### src/rtl/pll_rst_seq_pkg.sv
// ============================================================================
// pll_rst_seq_pkg: shared state encoding and counter sizing for pll_reset_seq.
// Rev 1.0
// ============================================================================
`default_nettype none

package pll_rst_seq_pkg;

  typedef enum logic [2:0] {
    POWERDOWN = 3'd0,
    WAIT_LOCK = 3'd1,
    RELEASE   = 3'd2,
    RUN       = 3'd3,
    FAIL      = 3'd4
  } state_t;

  localparam int STATS_W      = 8;
  localparam int RETRY_PORT_W = 2;

  // Width of a counter that must hold values 0..max_val inclusive.
  function automatic int cnt_w(input int max_val);
    return (max_val < 1) ? 1 : $clog2(max_val + 1);
  endfunction

endpackage

`default_nettype wire

### src/rtl/pll_lock_qual.sv
// ============================================================================
// pll_lock_qual: synchronises raw PLL lock and requires LOCK_FILTER steady
// synced-high cycles before asserting lock_ok. Rev 1.0
// ============================================================================
`default_nettype none

module pll_lock_qual
  import pll_rst_seq_pkg::*;
#(
  parameter int SYNC_STAGES = 2,
  parameter int LOCK_FILTER = 8
) (
  input  logic clock,
  input  logic reset_n,
  input  logic pll_lock,
  output logic lock_ok
);

  localparam int FILT_W = cnt_w(LOCK_FILTER);

  logic [SYNC_STAGES-1:0] sync_q;
  logic [FILT_W-1:0]      filt_cnt;
  logic                   synced;

  assign synced = sync_q[SYNC_STAGES-1];

  always_ff @(posedge clock or negedge reset_n) begin
    if (!reset_n) begin
      sync_q   <= '0;
      filt_cnt <= '0;
      lock_ok  <= 1'b0;
    end else begin
      sync_q <= {sync_q[SYNC_STAGES-2:0], pll_lock};
      // A single low sample restarts qualification; the count saturates once met.
      if (!synced) begin
        filt_cnt <= '0;
        lock_ok  <= 1'b0;
      end else if (filt_cnt != FILT_W'(LOCK_FILTER)) begin
        filt_cnt <= filt_cnt + 1'b1;
        lock_ok  <= (filt_cnt == FILT_W'(LOCK_FILTER - 1));
      end
    end
  end

endmodule

`default_nettype wire

### src/rtl/pll_reset_seq.sv
// ============================================================================
// pll_reset_seq: PLL supervisor with lock-timeout retry and staggered release
// of NUM_CH resets. Define PLL_RST_SEQ_STATS_EN for lock_loss_cnt/retry_cnt.
// Rev 1.0
// ============================================================================
`default_nettype none

module pll_reset_seq
  import pll_rst_seq_pkg::*;
#(
  parameter int NUM_CH       = 4,
  parameter int SYNC_STAGES  = 2,
  parameter int LOCK_FILTER  = 8,
  parameter int PD_CYCLES    = 16,
  parameter int LOCK_TIMEOUT = 4096,
  parameter int STAGGER      = 8,
  parameter int MAX_RETRIES  = 3
) (
  input  logic              clock,
  input  logic              reset_n,
  input  logic              pll_lock,
  input  logic              restart,
  output logic              pll_powerdown_n,
  output logic [NUM_CH-1:0] rst_out_n,
  output logic              ready,
  output logic              fault
`ifdef PLL_RST_SEQ_STATS_EN
  , output logic [STATS_W-1:0]      lock_loss_cnt
  , output logic [RETRY_PORT_W-1:0] retry_cnt
`endif
);

  localparam int PD_W  = cnt_w(PD_CYCLES);
  localparam int TO_W  = cnt_w(LOCK_TIMEOUT);
  localparam int STG_W = cnt_w(STAGGER);
  localparam int RTY_W = cnt_w(MAX_RETRIES);

  state_t             state;
  logic [PD_W-1:0]    pd_cnt;
  logic [TO_W-1:0]    to_cnt;
  logic [STG_W-1:0]   stg_cnt;
  logic [RTY_W-1:0]   retries;
  logic               lock_ok;
  logic               loss_event;

  pll_lock_qual #(
    .SYNC_STAGES (SYNC_STAGES),
    .LOCK_FILTER (LOCK_FILTER)
  ) u_lock_qual (
    .clock    (clock),
    .reset_n  (reset_n),
    .pll_lock (pll_lock),
    .lock_ok  (lock_ok)
  );

  // lock_ok is held high throughout RELEASE/RUN, so seeing it low there means it fell.
  assign loss_event = ((state == RELEASE) || (state == RUN)) && !lock_ok;

  always_ff @(posedge clock or negedge reset_n) begin
    if (!reset_n) begin
      state           <= POWERDOWN;
      pd_cnt          <= '0;
      to_cnt          <= '0;
      stg_cnt         <= '0;
      retries         <= '0;
      pll_powerdown_n <= 1'b0;
      rst_out_n       <= '0;
      ready           <= 1'b0;
      fault           <= 1'b0;
    end else if (restart || loss_event) begin
      state           <= POWERDOWN;
      pd_cnt          <= '0;
      to_cnt          <= '0;
      stg_cnt         <= '0;
      pll_powerdown_n <= 1'b0;
      rst_out_n       <= '0;
      ready           <= 1'b0;
      if (restart) begin
        retries <= '0;
        fault   <= 1'b0;
      end
    end else begin
      case (state)
        POWERDOWN: begin
          if (pd_cnt == PD_W'(PD_CYCLES - 1)) begin
            state           <= WAIT_LOCK;
            pd_cnt          <= '0;
            to_cnt          <= '0;
            pll_powerdown_n <= 1'b1;
          end else begin
            pd_cnt <= pd_cnt + 1'b1;
          end
        end
        WAIT_LOCK: begin
          if (lock_ok) begin
            state     <= RELEASE;
            stg_cnt   <= '0;
            rst_out_n <= NUM_CH'(1);
          end else if (to_cnt == TO_W'(LOCK_TIMEOUT - 1)) begin
            retries         <= retries + 1'b1;
            to_cnt          <= '0;
            pd_cnt          <= '0;
            pll_powerdown_n <= 1'b0;
            if (retries == RTY_W'(MAX_RETRIES - 1)) begin
              state <= FAIL;
              fault <= 1'b1;
            end else begin
              state <= POWERDOWN;
            end
          end else begin
            to_cnt <= to_cnt + 1'b1;
          end
        end
        RELEASE: begin
          // Released bits are always contiguous from bit 0, so shift in the next one.
          if (rst_out_n[NUM_CH-1]) begin
            state   <= RUN;
            ready   <= 1'b1;
            retries <= '0;
          end else if (stg_cnt == STG_W'(STAGGER - 1)) begin
            stg_cnt   <= '0;
            rst_out_n <= NUM_CH'({rst_out_n, 1'b1});
          end else begin
            stg_cnt <= stg_cnt + 1'b1;
          end
        end
        RUN, FAIL: begin
        end
        default: begin
          state <= POWERDOWN;
        end
      endcase
    end
  end

`ifdef PLL_RST_SEQ_STATS_EN
  always_ff @(posedge clock or negedge reset_n) begin
    if (!reset_n) begin
      lock_loss_cnt <= '0;
    end else if (loss_event && (lock_loss_cnt != '1)) begin
      lock_loss_cnt <= lock_loss_cnt + 1'b1;
    end
  end

  assign retry_cnt = RETRY_PORT_W'(retries);
`endif

endmodule

`default_nettype wire

### config.mk
export PLATFORM = sky130hd
export DESIGN_NAME = pll_reset_seq
export DESIGN_NICKNAME = d
export VERILOG_FILES = /design/src/rtl/pll_rst_seq_pkg.sv /design/src/rtl/pll_lock_qual.sv /design/src/rtl/pll_reset_seq.sv
export SDC_FILE = /design/constraint.sdc
export NUM_CORES = 1
export LEC_CHECK = 0
export BUFFER_PORTS_ARGS = -buffer_cell sky130_fd_sc_hd__buf_2
export CAP_MARGIN = 20
export CORE_UTILIZATION = 30
export DETAILED_ROUTE_END_ITERATION = 6
export PLACE_DENSITY = 0.51
export REMOVE_ABC_BUFFERS = 1
export SYNTH_ARGS = -nofsm -noshare
export SYNTH_HDL_FRONTEND = slang
export SYNTH_SLANG_ARGS = --single-unit
### constraint.sdc
create_clock -name clock -period 2.1 [get_ports clock]
set_input_delay 0.525 -clock clock [delete_from_list [all_inputs] [get_ports clock]]
set_output_delay 0.525 -clock clock [all_outputs]
set_load 0.1 [all_outputs]
==> results.py, run 1 <==
metrics = {
    "synth": {
        "muxShareOfSynthArea_pct": 4.022,
        "synth-compound-area-share_pct": 19.40,
        "ys_warn_count": 0,
        "syn_inst": 233,
        "synth_top_family_by_area": "simple AND/OR/NAND/NOR gates",
        "synthSimpleGateAreaFrac_pct": 23.04,
        "synthAdderAreaFrac_pct": 3.261,
        "ys_types": 55,
        "async_flop_share_pct": 100.0,
        "synth_area_mm2": 0.002302,
        "syn_avg_cell_area_um2": 9.881,
        "synth-edff-count": 0,
        "synth_xor_area_share_pct": 0.3804,
        "synth_flop_cell": "dfrtp_1",
        "ys_seq_elements": 41,
        "yosysSeqAreaShare_pct": 44.57,
    },
    "drt": {
        "vias": 1878,
        "avgViaCountPerCell": 5.202,
        "wl_um": 5136,
        "antenna_left": 0,
        "drc_errors": 0,
        "drt_iter0_drc": 117,
        "drt_pass1_iterations": 4,
        "wl_per_cell_um": 14.23,
    },
    "setup_path": {
        "worstPathRequired_ns": 2.27,
        "cp.arrival_ns": 2.13,
        "start_kind": "flip-flop",
        "cp_max_fo": 10,
        "crit_type": "flip-flop to flip-flop",
        "setup.worst_path.end_class": "flip-flop",
    },
    "timing": {
        "fin_setup_tns_ns": 0,
        "slew_violations": 0,
        "max_freq_mhz": 511.6,
        "final.min_clock_period_ns": 1.955,
        "worstMarginPinSlew_ns": 0.6321,
        "rsz0062_at_grt": "no",
        "finalSetupViolations": 0,
        "setup_ws_ns": 0.1453,
        "post-route-period-util_pct": 93.08,
        "holdWs_ns": 0.2471,
        "slew-limit-headroom_pct": 57.86,
        "hold_viol": 0,
        "skew_ns": 0.007454,
    },
    "hold_path": {
        "hold_path.class": "primary input to async pin",
    },
    "clocking": {
        "cts_hold_buf": 0,
        "cts.sinks": 41,
        "worstSkewPairLatency_ns": 0.29,
        "cts-buffers-inserted": 5,
        "path_clk_slew_ns": 0.09,
        "htree_levels": 2,
        "cts_tree": "built",
        "cts_root_buf": "clkbuf_8",
        "cts.path.max_buffers": 2,
    },
    "global_routing": {
        "grt_pass1_vias": 1761,
        "met1_usage_pct": 19.61,
        "grt_use_met3_pct": 3.108,
        "grt_pass1_wl_um": 8507,
        "grt_antenna_before_repair": 0,
        "grt_remaining_overflow": 0,
        "grtUsageMet2_pct": 21.14,
        "grt_max_degree": 27,
        "grt_usage_pct": 13.79,
        "grt_most_used_layer": "met2",
    },
    "finish": {
        "fill_cells": 735,
        "final_common_cell": "dfrtp_1",
        "nets": 271,
        "layout_common_cells": "41 x dfrtp_1, 23 x buf_4, 16 x inv_1",
        "diodes": 0,
        "drive_above_1_share_pct": 21.37,
        "synthToLayoutAreaGrowth_pct": 18.37,
    },
    "floorplanning": {
        "core_mm2": 0.007331,
        "die_h_um": 89.60,
        "ioPinCount": 11,
        "fp.dieW_um": 89.60,
        "row_count": 31,
        "die_area_mm2": 0.008028,
        "start_util_pct": 31.40,
    },
    "placement": {
        "port-buffer-count": 10,
        "dpl.hpwl_um": 3622,
        "gp_congestion": 0.7152,
        "pre_cts_slack_ns": 0.001540,
    },
    "pwr": {
        "p_leak_nw": 1.193,
        "powerDensity_mw_per_mm2": 627.7,
        "ir_worst_vdd_mv": 0.3295,
    },
    "outcome": {
        "outcome": "finished clean",
    },
    "run": {
        "cap_violations": 0,
    },
}
-- critical path, cell delays in order (launching register included) --
cell and delay, ns:
dfrtp_1 0.36, ha_1 0.19, nand3_2 0.09, or4_4 0.60
buf_4 0.21, a311oi_1 0.27, mux2i_1 0.11
-- cells by family after synthesis --
| kind of cell | after synthesis |
|---|---|
| buffers and inverters | 29 |
| AO/OA/AOI/OAI | 63 |
| XOR/XNOR | 1 |
| flip-flops | 41 |
| multiplexers | 9 |
| adder cells (fa/ha/maj) | 6 |
| AND/OR/NAND/NOR | 84 |
-- stage by stage --
stage | power [mW] | instances | instance area, um2 | util (%)
after floorplan | 0.9900 | 220 | 2240 | -
after global placement | 1.078 | 353 | 2606 | 35.55
after detailed placement | 1.083 | 353 | 2606 | 35.55
after CTS | 1.744 | 361 | 2725 | 37.17
after global routing | 1.800 | 361 | 2725 | 37.17
final | 1.711 | 361 | 2725 | 37.17
-- path summary, 6_finish.rpt --
check / startpoint / end / slack, ns / cells past startpoint
min in group clock: pll_lock / u_lock_qual.sync_q[0]$_DFF_PN0_ / 0.33 / 1
max in group asynchronous: reset_n / rst_out_n[3]$_DFFE_PN0P_ / 1.28 / 2
worst min register to register: u_lock_qual.sync_q[0]$_DFF_PN0_ / u_lock_qual.sync_q[1]$_DFF_PN0_ / 0.35 / 0
worst max register to register: to_cnt[0]$_DFFE_PN0P_ / to_cnt[2]$_DFFE_PN0P_ / 0.15 / 6
worst max-delay path: to_cnt[0]$_DFFE_PN0P_ / to_cnt[2]$_DFFE_PN0P_ / 0.15 / 6
worst min-delay path: reset_n / to_cnt[11]$_DFFE_PN0P_ / 0.25 / 1
-- where the power goes --
| group | leakage [nW] | internal (mW) | total [mW] | switching, mW |
|---|---|---|---|---|
| registers | 0.558 | 0.820 | 0.850 | 0.0291 |
| logic | 0.580 | 0.0960 | 0.214 | 0.118 |
| clock network | 0.0543 | 0.356 | 0.647 | 0.291 |
-- timing repair --
action / in CTS / in global routing
setup buffers: 0 / 0
resized for setup: 1 / 0
endpoints found under the setup margin: 2 / 0
-- final cells by class --
| type | instances | area, um2 | share of cell area, % |
|---|---|---|---|
| Multi-Input combinational cell | 163 | 1157 | 42.47 |
| Clock inverter | 3 | 46.29 | 1.699 |
| Sequential cell | 41 | 1026 | 37.65 |
| Tap cell | 99 | 123.9 | 4.545 |
| Timing Repair Buffer | 34 | 242.7 | 8.907 |
| Clock buffer | 5 | 68.82 | 2.525 |
| Inverter | 16 | 60.06 | 2.204 |
-- per-layer routing --
metal	up-vias	share of wire, %
met3	5	3.2
li1	936	-
met1	912	52
met5	-	0
met4	0	0.66
met2	25	44
-- flip-flops by register name (all words and copies together) (netlist names), 2 cells and up --
signal	cells
stg_cnt	4
u_lock_qual.sync_q	2
retries	2
rst_out_n	4
pd_cnt	5
u_lock_qual.filt_cnt	4
state	3
to_cnt	13
-- synth_stat cells (all sizes together) (2+ instances only) --
cell	number	area, um2
nand3b	5	37.54
nor2	7	26.28
and4	2	17.52
nand2b	7	43.79
a21oi	15	75.07
a311oi	8	70.07
mux2	2	22.52
dfrtp	41	1026
nand2	9	33.78
nand4	8	50.05
buf	9	46.29
nor4b	2	38.78
o22ai	3	18.77
or2	4	25.02
or3	3	18.77
a221o	2	20.02
and3	4	25.02
a32o	4	40.04
or3b	2	17.52
a211oi	2	20.02
or4	4	30.03
o21ai	10	50.04
nor3	6	30.03
nor2b	2	12.51
o31ai	3	22.52
inv	16	60.06
a21o	2	15.01
nand3	13	70.07
o22a	2	17.52
ha	6	75.07
mux2i	7	70.07
a21boi	4	30.03
clkbuf	4	16.26
Power figures use the tool's default switching activity.
==> run 2: changes to the inputs <==
MAX_ROUTING_LAYER = met4   (was unset)
==> run 2 against run 1 <==
Against the previous run: sequential power about the same; power about the same; core utilization unchanged; sequential share of layout area unchanged; first-iteration DRC count decreased by 21%; flip-flop and latch count unchanged; global-route usage increased by 0.41 points; final cell count unchanged; design area unchanged; non-clock buffer count unchanged; register-to-register slack about the same; count of clock-buffer cells in the layout unchanged; critical path type unchanged; critical endpoint unchanged; largest cell class unchanged.
==> results.py, run 2 (same netlist as run 1, synthesis figures left out) <==
metrics = {
    "floorplanning": {
        "core_mm2": 0.007331,
        "ioPinCount": 11,
        "start_util_pct": 31.40,
        "fp.dieW_um": 89.60,
        "row_count": 31,
        "die_h_um": 89.60,
        "die_area_mm2": 0.008028,
    },
    "setup_path": {
        "path_buf_inv": 1,
        "cp_max_fo": 10,
        "timing.rr.start": "to_cnt[0]$_DFFE_PN0P_",
        "slowest_stage": "or4_4",
        "worstPathRequired_ns": 2.27,
        "cp.arrival_ns": 2.13,
        "ff2ff_path_depth": 6,
        "crit_type": "flip-flop to flip-flop",
        "setup.worst_path.end_class": "flip-flop",
        "r2r_setup_slack_ns": 0.14,
        "r2r-end": "to_cnt[2]$_DFFE_PN0P_",
        "crit_family": "simple AND/OR/NAND/NOR gates",
        "cp_slowest_stage_delay_ns": 0.60,
        "crit_chain": "ha_1 > nand3_2 > or4_4 > buf_4 > a311oi_1 > mux2i_1",
        "start_kind": "flip-flop",
    },
    "global_routing": {
        "grt_max_degree": 27,
        "met1_usage_pct": 19.44,
        "grt_pass1_vias": 1767,
        "grtUsageMet2_pct": 21.28,
        "grt_use_met3_pct": 3.108,
        "grt_most_used_layer": "met2",
        "grt_remaining_overflow": 0,
        "grt_pass1_wl_um": 8493,
        "grt_usage_pct": 14.20,
        "grt_antenna_before_repair": 0,
    },
    "pwr": {
        "p_clk_share_pct": 37.8,
        "power.switching_mw": 0.4376,
        "powerDensity_mw_per_mm2": 627.4,
        "switching_share_pct": 25.59,
        "power_frac_seq_pct": 49.7,
        "combPwrFrac_pct": 12.5,
        "ir_worst_vdd_mv": 0.3294,
        "p_leak_nw": 1.193,
        "internal_power_mw": 1.272,
    },
    "placement": {
        "dp_cells": 353,
        "dpl.hpwl_um": 3622,
        "port-buffer-count": 10,
        "gp_congestion": 0.7234,
    },
    "run": {
        "cap_violations": 0,
    },
    "finish": {
        "drive_above_1_share_pct": 21.37,
        "final_common_cell": "dfrtp_1",
        "synthToLayoutAreaGrowth_pct": 18.37,
        "final_cells": 361,
        "diodes": 0,
        "nets": 271,
        "reg_top3": "to_cnt (13), pd_cnt (5)",
        "utilization_pct": 37.17,
        "largest_reg_flops": 13,
        "top_register": "to_cnt",
        "layout_common_cells": "41 x dfrtp_1, 23 x buf_4, 16 x inv_1",
    },
    "drt": {
        "wl_per_cell_um": 14.21,
        "drt_pass1_iterations": 4,
        "antenna_left": 0,
        "avgViaCountPerCell": 5.213,
        "drt_iter0_drc": 93,
        "vias": 1882,
        "wl_um": 5129,
        "drc_errors": 0,
    },
    "clocking": {
        "htree_levels": 2,
        "cts_post_setup_buffers_inserted": 0,
        "cts-buffers-inserted": 5,
        "cts.path.max_buffers": 2,
        "path_clk_slew_ns": 0.09,
        "cts_hold_buf": 0,
        "cts_tree": "built",
        "worstSkewPairLatency_ns": 0.29,
        "cts_root_buf": "clkbuf_8",
        "cts.sinks": 41,
        "cts_resized": 1,
    },
    "timing": {
        "max_freq_mhz": 511.4,
        "final.min_clock_period_ns": 1.955,
        "post-route-period-util_pct": 93.11,
        "rsz0062_at_grt": "no",
        "slew-limit-headroom_pct": 57.82,
        "worstMarginPinSlew_ns": 0.6327,
        "hold_viol": 0,
        "slew_violations": 0,
        "finalSetupViolations": 0,
        "skew_ns": 0.007029,
    },
    "hold_path": {
        "hold_path.class": "primary input to async pin",
    },
    "outcome": {
        "outcome": "finished clean",
    },
}
run 2: cell counts in the layout (fill, tap and decap cells not counted):
Identical to the previous run, type by type.
run 2: power groups by stage:
| stage | Sequential, mW | Clock, mW | Combinational [mW] |
|---|---|---|---|
| finish | 0.850 | 0.646 | 0.214 |
| global route | 0.854 | 0.702 | 0.241 |
| CTS | 0.850 | 0.676 | 0.218 |
| detailed placement | 0.866 | 0 | 0.218 |
| global placement | 0.865 | 0 | 0.213 |
| floorplan | 0.869 | 0 | 0.121 |
run 2: how the worst max path moves through the flow:
stage | cells past startpoint | startpoint | slack (ns) | endpoint
2_1_floorplan | 5 | to_cnt[0]$_DFFE_PN0P_ | -0.09 | fault$_DFFE_PN0P_
3_3_place_gp | 6 | to_cnt[0]$_DFFE_PN0P_ | 0.04 | to_cnt[6]$_DFFE_PN0P_
3_5_place_dp | 6 | to_cnt[0]$_DFFE_PN0P_ | 0.002 | to_cnt[2]$_DFFE_PN0P_
4_1_cts | 6 | to_cnt[0]$_DFFE_PN0P_ | 0.14 | to_cnt[2]$_DFFE_PN0P_
5_1_grt | 6 | to_cnt[1]$_DFFE_PN0P_ | 0.03 | to_cnt[9]$_DFFE_PN0P_
6_report | 6 | to_cnt[0]$_DFFE_PN0P_ | 0.14 | to_cnt[2]$_DFFE_PN0P_
run 2: cell type report:
cell class                      count  area [um2]
Fill cell                         735        4606
Multi-Input combinational cell    163        1157
Sequential cell                    41        1026
Timing Repair Buffer               34       242.7
Tap cell                           99       123.9
Clock buffer                        5       68.82
Inverter                           16       60.06
Clock inverter                      3       46.29
run 2: worst reg2reg max path: cells and delay by family, from the launching register on:
family | cells | cell delay (ns)
mux | 1 | 0.11
compound gates | 1 | 0.27
fa+ha+maj | 1 | 0.19
flops | 1 | 0.36
buf+inv | 1 | 0.21
simple gates | 2 | 0.69
run 2: layer usage:
layer	routed length, um	up-vias
met2	2247	30
met3	176	5
met4	34	0
met5	0	-
li1	-	938
met1	2671	909
run 2: per-stage QoR:
stage / TNS, ns / instance area (um2) / power (mW) / hold WS, ns / setup WS [ns]
final: 0 / 2725 / 1.710 / 0.2469 / 0.1447
after global placement: 0 / 2606 / 1.078 / 0.3336 / 0.03979
after CTS: 0 / 2725 / 1.744 / 0.2590 / 0.1373
after detailed placement: 0 / 2606 / 1.083 / 0.3347 / 0.001540
after floorplan: -0.3509 / 2240 / 0.9900 / 0.2294 / -0.09349
after global routing: 0 / 2725 / 1.797 / 0.2911 / 0.03366
